`src/rtl/hdmi_pkg.sv`:
```
// Definitions shared by the TMDS encoder and decoder: the four control tokens
// and the word-alignment state encoding.
package hdmi_pkg;

    localparam logic [9:0] CTRL_TOKEN_00 = 10'b1101010100;
    localparam logic [9:0] CTRL_TOKEN_01 = 10'b0010101011;
    localparam logic [9:0] CTRL_TOKEN_10 = 10'b0101010100;
    localparam logic [9:0] CTRL_TOKEN_11 = 10'b1010101011;

    typedef enum logic {
        SEARCH = 1'b0,
        LOCKED = 1'b1
    } align_state_e;

endpackage

```
`src/rtl/tmds_symbol_decode.sv`:
```
// Purely combinational classification and decode of one aligned 10-bit TMDS
// symbol into control-token flags or an 8-bit pixel byte.
module tmds_symbol_decode
    import hdmi_pkg::*;
(
    input  logic [9:0] symbol_i,
    output logic       is_ctrl_o,
    output logic [1:0] ctrl_o,
    output logic [7:0] data_o
);

    logic [7:0] stage1;

    always_comb begin
        is_ctrl_o = 1'b1;
        ctrl_o    = 2'b00;
        case (symbol_i)
            CTRL_TOKEN_00: ctrl_o = 2'b00;
            CTRL_TOKEN_01: ctrl_o = 2'b01;
            CTRL_TOKEN_10: ctrl_o = 2'b10;
            CTRL_TOKEN_11: ctrl_o = 2'b11;
            default:       is_ctrl_o = 1'b0;
        endcase
    end

    // Undo the optional inversion (bit 9), then the XOR/XNOR transition chain (bit 8).
    always_comb begin
        stage1    = symbol_i[9] ? ~symbol_i[7:0] : symbol_i[7:0];
        data_o    = 8'h00;
        data_o[0] = stage1[0];
        for (int i = 1; i < 8; i++) begin
            data_o[i] = symbol_i[8] ? (stage1[i] ^ stage1[i-1])
                                    : ~(stage1[i] ^ stage1[i-1]);
        end
    end

endmodule

```
`src/rtl/tmds_decoder.sv`:
```
// Single-channel TMDS receive decoder: hunts word alignment on control-token
// runs, then decodes aligned symbols to pixel data, sync bits and display enable.
module tmds_decoder
    import hdmi_pkg::*;
#(
    parameter int CTRL_RUN      = 8,
    parameter int SEARCH_WINDOW = 4096,
    parameter int LOCK_TIMEOUT  = 4096
) (
    input  logic       i_hdmi_clk,
    input  logic       i_reset,
    input  logic [9:0] i_tmds,
    output logic [7:0] o_data,
    output logic [1:0] o_ctrl,
    output logic       o_display_enable,
    output logic       o_locked,
    output logic [3:0] o_offset
);

    localparam int RUN_W = $clog2(CTRL_RUN) + 1;
    localparam int WIN_W = $clog2(SEARCH_WINDOW) + 1;
    localparam int TO_W  = $clog2(LOCK_TIMEOUT) + 1;

    localparam logic [RUN_W-1:0] RUN_MAX  = RUN_W'(CTRL_RUN);
    localparam logic [WIN_W-1:0] WIN_LAST = WIN_W'(SEARCH_WINDOW - 1);
    localparam logic [TO_W-1:0]  TO_LAST  = TO_W'(LOCK_TIMEOUT - 1);

    logic [19:0]      hist_q;
    logic [9:0]       sym_q, sym_d;
    logic [7:0]       data_q, data_d;
    logic [1:0]       ctrl_q, ctrl_d;
    logic             de_q, de_d;

    align_state_e     state_q;
    logic             locked_q;
    logic [3:0]       offset_q;
    logic [3:0]       offset_next;
    logic [RUN_W-1:0] run_q, run_next;
    logic [WIN_W-1:0] win_q;
    logic [TO_W-1:0]  to_q;
    logic [1:0]       flush_q;

    logic             lock_hit;
    logic             timeout_hit;
    logic             locked_next;

    logic             sym_is_ctrl;
    logic [1:0]       sym_ctrl;
    logic [7:0]       sym_data;

    tmds_symbol_decode u_symbol_decode (
        .symbol_i  (sym_q),
        .is_ctrl_o (sym_is_ctrl),
        .ctrl_o    (sym_ctrl),
        .data_o    (sym_data)
    );

    // History is {current word, previous word}; the symbol starts offset bits into it.
    always_comb begin
        sym_d = 10'(hist_q >> offset_q);
    end

    always_comb begin
        if (flush_q != 2'd0) begin
            run_next = run_q;
        end else if (sym_is_ctrl) begin
            run_next = (run_q == RUN_MAX) ? RUN_MAX : run_q + RUN_W'(1);
        end else begin
            run_next = '0;
        end
        lock_hit    = (run_next == RUN_MAX);
        timeout_hit = (state_q == LOCKED) && !lock_hit && (to_q == TO_LAST);
        locked_next = (state_q == LOCKED) ? !timeout_hit : lock_hit;
        offset_next = (offset_q == 4'd9) ? 4'd0 : offset_q + 4'd1;
    end

    // Outputs follow the lock decision made on the same edge, so they stay
    // consistent with o_locked.
    always_comb begin
        data_d = 8'h00;
        ctrl_d = ctrl_q;
        de_d   = 1'b0;
        if (!locked_next) begin
            ctrl_d = 2'b00;
        end else if (sym_is_ctrl) begin
            ctrl_d = sym_ctrl;
        end else begin
            de_d   = 1'b1;
            data_d = sym_data;
        end
    end

    always_ff @(posedge i_hdmi_clk) begin
        if (i_reset) begin
            hist_q <= '0;
            sym_q  <= '0;
            data_q <= '0;
            ctrl_q <= '0;
            de_q   <= 1'b0;
        end else begin
            hist_q <= {i_tmds, hist_q[19:10]};
            sym_q  <= sym_d;
            data_q <= data_d;
            ctrl_q <= ctrl_d;
            de_q   <= de_d;
        end
    end

    // A slip leaves stale symbols in the pipeline; flush_q masks them for two cycles.
    always_ff @(posedge i_hdmi_clk) begin
        if (i_reset) begin
            state_q  <= SEARCH;
            locked_q <= 1'b0;
            offset_q <= '0;
            run_q    <= '0;
            win_q    <= '0;
            to_q     <= '0;
            flush_q  <= '0;
        end else begin
            flush_q <= (flush_q != 2'd0) ? flush_q - 2'd1 : 2'd0;
            run_q   <= run_next;
            case (state_q)
                SEARCH: begin
                    if (lock_hit) begin
                        state_q  <= LOCKED;
                        locked_q <= 1'b1;
                        win_q    <= '0;
                        to_q     <= '0;
                    end else if (win_q == WIN_LAST) begin
                        offset_q <= offset_next;
                        run_q    <= '0;
                        win_q    <= '0;
                        flush_q  <= 2'd2;
                    end else begin
                        win_q <= win_q + WIN_W'(1);
                    end
                end
                LOCKED: begin
                    if (lock_hit) begin
                        to_q <= '0;
                    end else if (timeout_hit) begin
                        state_q  <= SEARCH;
                        locked_q <= 1'b0;
                        offset_q <= offset_next;
                        run_q    <= '0;
                        win_q    <= '0;
                        to_q     <= '0;
                        flush_q  <= 2'd2;
                    end else begin
                        to_q <= to_q + TO_W'(1);
                    end
                end
                default: begin
                    state_q  <= SEARCH;
                    locked_q <= 1'b0;
                end
            endcase
        end
    end

    assign o_data           = data_q;
    assign o_ctrl           = ctrl_q;
    assign o_display_enable = de_q;
    assign o_locked         = locked_q;
    assign o_offset         = offset_q;

endmodule

```
`config.mk`:
```
export PLATFORM = sky130hd
export DESIGN_NAME = tmds_decoder
export DESIGN_NICKNAME = d
export VERILOG_FILES = /design/src/rtl/hdmi_pkg.sv /design/src/rtl/tmds_symbol_decode.sv /design/src/rtl/tmds_decoder.sv
export SDC_FILE = /design/constraint.sdc
export NUM_CORES = 1
export LEC_CHECK = 0
export BUFFER_PORTS_ARGS = -buffer_cell sky130_fd_sc_hd__buf_2
export CORE_ASPECT_RATIO = 0.6
export CORE_UTILIZATION = 45
export DETAILED_ROUTE_END_ITERATION = 10
export PLACE_DENSITY = 0.59
export SLEW_MARGIN = 5
export SYNTH_ARGS = -nofsm -noshare
export SYNTH_HDL_FRONTEND = slang
export SYNTH_SLANG_ARGS = --single-unit
```
`constraint.sdc`:
```
create_clock -name i_hdmi_clk -period 3.1 [get_ports i_hdmi_clk]
set_input_delay 0.31 -clock i_hdmi_clk [delete_from_list [all_inputs] [get_ports i_hdmi_clk]]
set_output_delay 0.31 -clock i_hdmi_clk [all_outputs]
set_load 0.005 [all_outputs]
```
==> flow_summary.ini <==
[routing]
drt-vias-per-instance = 5.63
drt-met1-wl_um = 5160
via_count = 3394
wl_met3_um = 542
first_pass_iters = 4
postRouteWirelength_um = 9230
ant_nets = 0
drtIter0Drc = 271
drc_errors = 0
routedWlPerCell_um = 15.3
wl_met2_um = 3450
top_layer_used = met4

[sta]
finalHoldViolCount = 0
rsz0062_at_grt = false
tns_ps = 0
slew_headroom_pct = 51.7
maxSlewViolCount = 0
finalSetupViolCount = 0
period_needed_ps = 2620
worst_pin_slew_ps = 721
hold_ws_ps = 178
clock.fmax_mhz = 382
clock_skew_ps = 9.01
setup_ws_ps = 483
min_period_over_period_pct = 84.4

[power_and_ir_drop]
cellPowerDensity_nw_per_um2 = 482
vdd_ir_drop_max_v = 0.000266
total_power_mw = 2.18
p_leak_nw = 1.75

[yosys]
syn-instance-count = 465
ys.warnings.count = 0
synth_nets = 481
yosys.cell_types.count = 62
ys_async_sr_fraction_pct = 0
synth-seq-area-share_pct = 39.7
syn_area_per_cell_sq_um = 8.57
ys.flop_type = dfxtp_1
synth-edff-count = 0
netlist_area_sq_um = 3990
ys_ff_latch = 79

[floorplan]
rows = 26
start_util_pct = 46.6
die_y_um = 74.9
die_area_sq_um = 9250
ios = 28
fp.dieW_um = 123
design.core.area_sq_um = 8560

[clock_network]
clk_pin_slew_ps = 60
cts_num_sinks = 79
clk_root_buffer_cell = clkbuf_16
cts_buffers = 9
clk_latency_ps = 340
cts_tree = done
htree_levels = 3
clockBufferDepth = 2

[cells_and_area]
ff_latch_area_sq_um = 1580
fin_nets = 502
stdcell_count = 603
multiInputGateArea_sq_um = 2250
synthToLayoutAreaGrowth_pct = 13.3
drive_above_1_share_pct = 13.6
final_area_sq_um = 4510
layout_commonest_cell = dfxtp_1
final_util_pct = 52.8
final_cell_mix = dfxtp_1, nor2_1, a21oi_1
num-fill-cells = 807
diodes = 0

[setup_path]
reg2reg_from = run_q[0]
r2r-end = win_q[2]
crit_arrival_ps = 2840
crit_path_start_kind = register
cp.required_ps = 3320
path_class = reg2reg
end_kind = register
ff2ff_path_depth = 8
critPathMaxFanout = 8
rrSetupSlack_ps = 480

[placement]
dp_slack_ps = 222
placed_cells = 587
port_buffers = 27
hpwl_um = 6650
gp_congestion = 0.857
placed_area_sq_um = 4220

[min_path]
hold_end = hist_q[15]
worst_hold_path_type = in2reg
hold_depth = 2
worstHoldStart = i_tmds[5]

[grt]
grt_usage_pct = 21.6
overflow = 0
grt_pass1_wl_um = 14900
grt_max_degree = 39
grt_pass1_vias = 2888
antenna_found_initial = 0

[job]
cap_violations = 0

[outcome]
outcome = finished clean
==> area by class of cell <==
| type | instances | area share (%) |
|---|---|---|
| Multi-Input combinational cell | 347 | 49.8 |
| Timing Repair Buffer | 36 | 4.49 |
| Clock buffer | 11 | 5.16 |
| Tap cell | 112 | 3.10 |
| Inverter | 13 | 1.08 |
| Sequential cell | 79 | 35.0 |
| Clock inverter | 5 | 1.30 |
==> report_power, final <==
part	switching (mW)	internal [mW]	leakage (nW)
Clock	0.413	0.624	0.136
Combinational	0.0480	0.0409	0.972
Sequential	0.0164	1.03	0.642
==> how the worst max path moves through the flow <==
stage / start / end / slack [ps]
after global placement: sym_q[3] / win_q[8] / 320
after floorplan: run_q[0] / win_q[5] / 770
after CTS: sym_q[8] / win_q[2] / 200
final: run_q[0] / win_q[2] / 480
after detailed placement: sym_q[5] / win_q[2] / 220
after global routing: sym_q[5] / win_q[7] / 330
==> critical path: stages (launching register included) <==
cell and delay [ps]:
dfxtp_1 430, inv_1 70, ha_1 220, and3b_1 190
or3_1 320, a32oi_2 350, o31ai_2 240, and3_1 290
a221o_1 370
==> synthesized netlist by cell type (2+ instances only) <==
cell / number / area share (%)
and2_1: 2 / 0.31
dfxtp_1: 79 / 40
inv_1: 12 / 1.1
buf_1: 4 / 0.38
nand4_1: 6 / 0.94
nor4_1: 8 / 1.3
mux2_2: 5 / 1.4
nor2b_1: 23 / 3.6
nand3_1: 21 / 2.6
nand2b_1: 3 / 0.47
or4_1: 4 / 0.75
a31oi_1: 3 / 0.47
nor3b_1: 2 / 0.38
a21oi_1: 33 / 4.1
nand2_1: 30 / 2.8
and4_1: 3 / 0.66
a211oi_2: 2 / 0.63
ha_1: 4 / 1.3
xor2_1: 5 / 1.1
o211ai_1: 2 / 0.38
o311a_1: 2 / 0.50
and4bb_1: 2 / 0.63
nor2_1: 57 / 5.4
a21o_1: 4 / 0.75
o21ai_0: 14 / 1.8
xnor2_1: 13 / 2.9
or3_1: 2 / 0.31
mux2i_1: 27 / 6.8
nor3_1: 12 / 1.5
and3_1: 12 / 1.9
mux4_2: 2 / 1.1
buf_2: 4 / 0.50
a211oi_1: 11 / 2.1
a311oi_1: 2 / 0.44
a22oi_1: 4 / 0.75
nand4b_1: 2 / 0.44
a221o_1: 3 / 0.75
clkbuf_1: 17 / 1.6
==> flip-flops by register name, summed over array words and instances, names as in the netlist <==
| name | count |
|---|---|
| sym_q | 10 |
| flush_q | 2 |
| o_offset | 4 |
| o_display_enable | 1 |
| hist_q | 20 |
| o_data | 8 |
| o_ctrl | 2 |
| run_q | 4 |
| state_q | 1 |
| o_locked | 1 |
| to_q | 13 |
| win_q | 13 |
==> kinds of logic (layout without fill, tap and decap cells) <==
group                      count (synthesis)  count (layout)  share of synthesized area [%]
and+or+nand+nor                          198             198                           26.0
buffers and inverters                     39              65                           3.99
xor gates and xnor gates                  18              18                           3.96
muxes                                     34              34                           9.32
adders and majority gates                  4               4                           1.26
DFF                                       79              79                           39.7
AOI/OAI and AO/OA                         93              93                           15.8
==> per-layer routing <==
| metal | up-vias | GRT usage (%) |
|---|---|---|
| li1 | 1719 | - |
| met1 | 1564 | 33.2 |
| met2 | 101 | 28.1 |
| met3 | 10 | 6.52 |
| met4 | 0 | 6.56 |
| met5 | - | 0 |
==> repair_timing <==
item	in CTS	in global routing
hold buffers	0	0
setup buffers	0	0
gates resized for setup	0	1
endpoints found under the setup margin	0	3
Power figures use the tool's default switching activity.
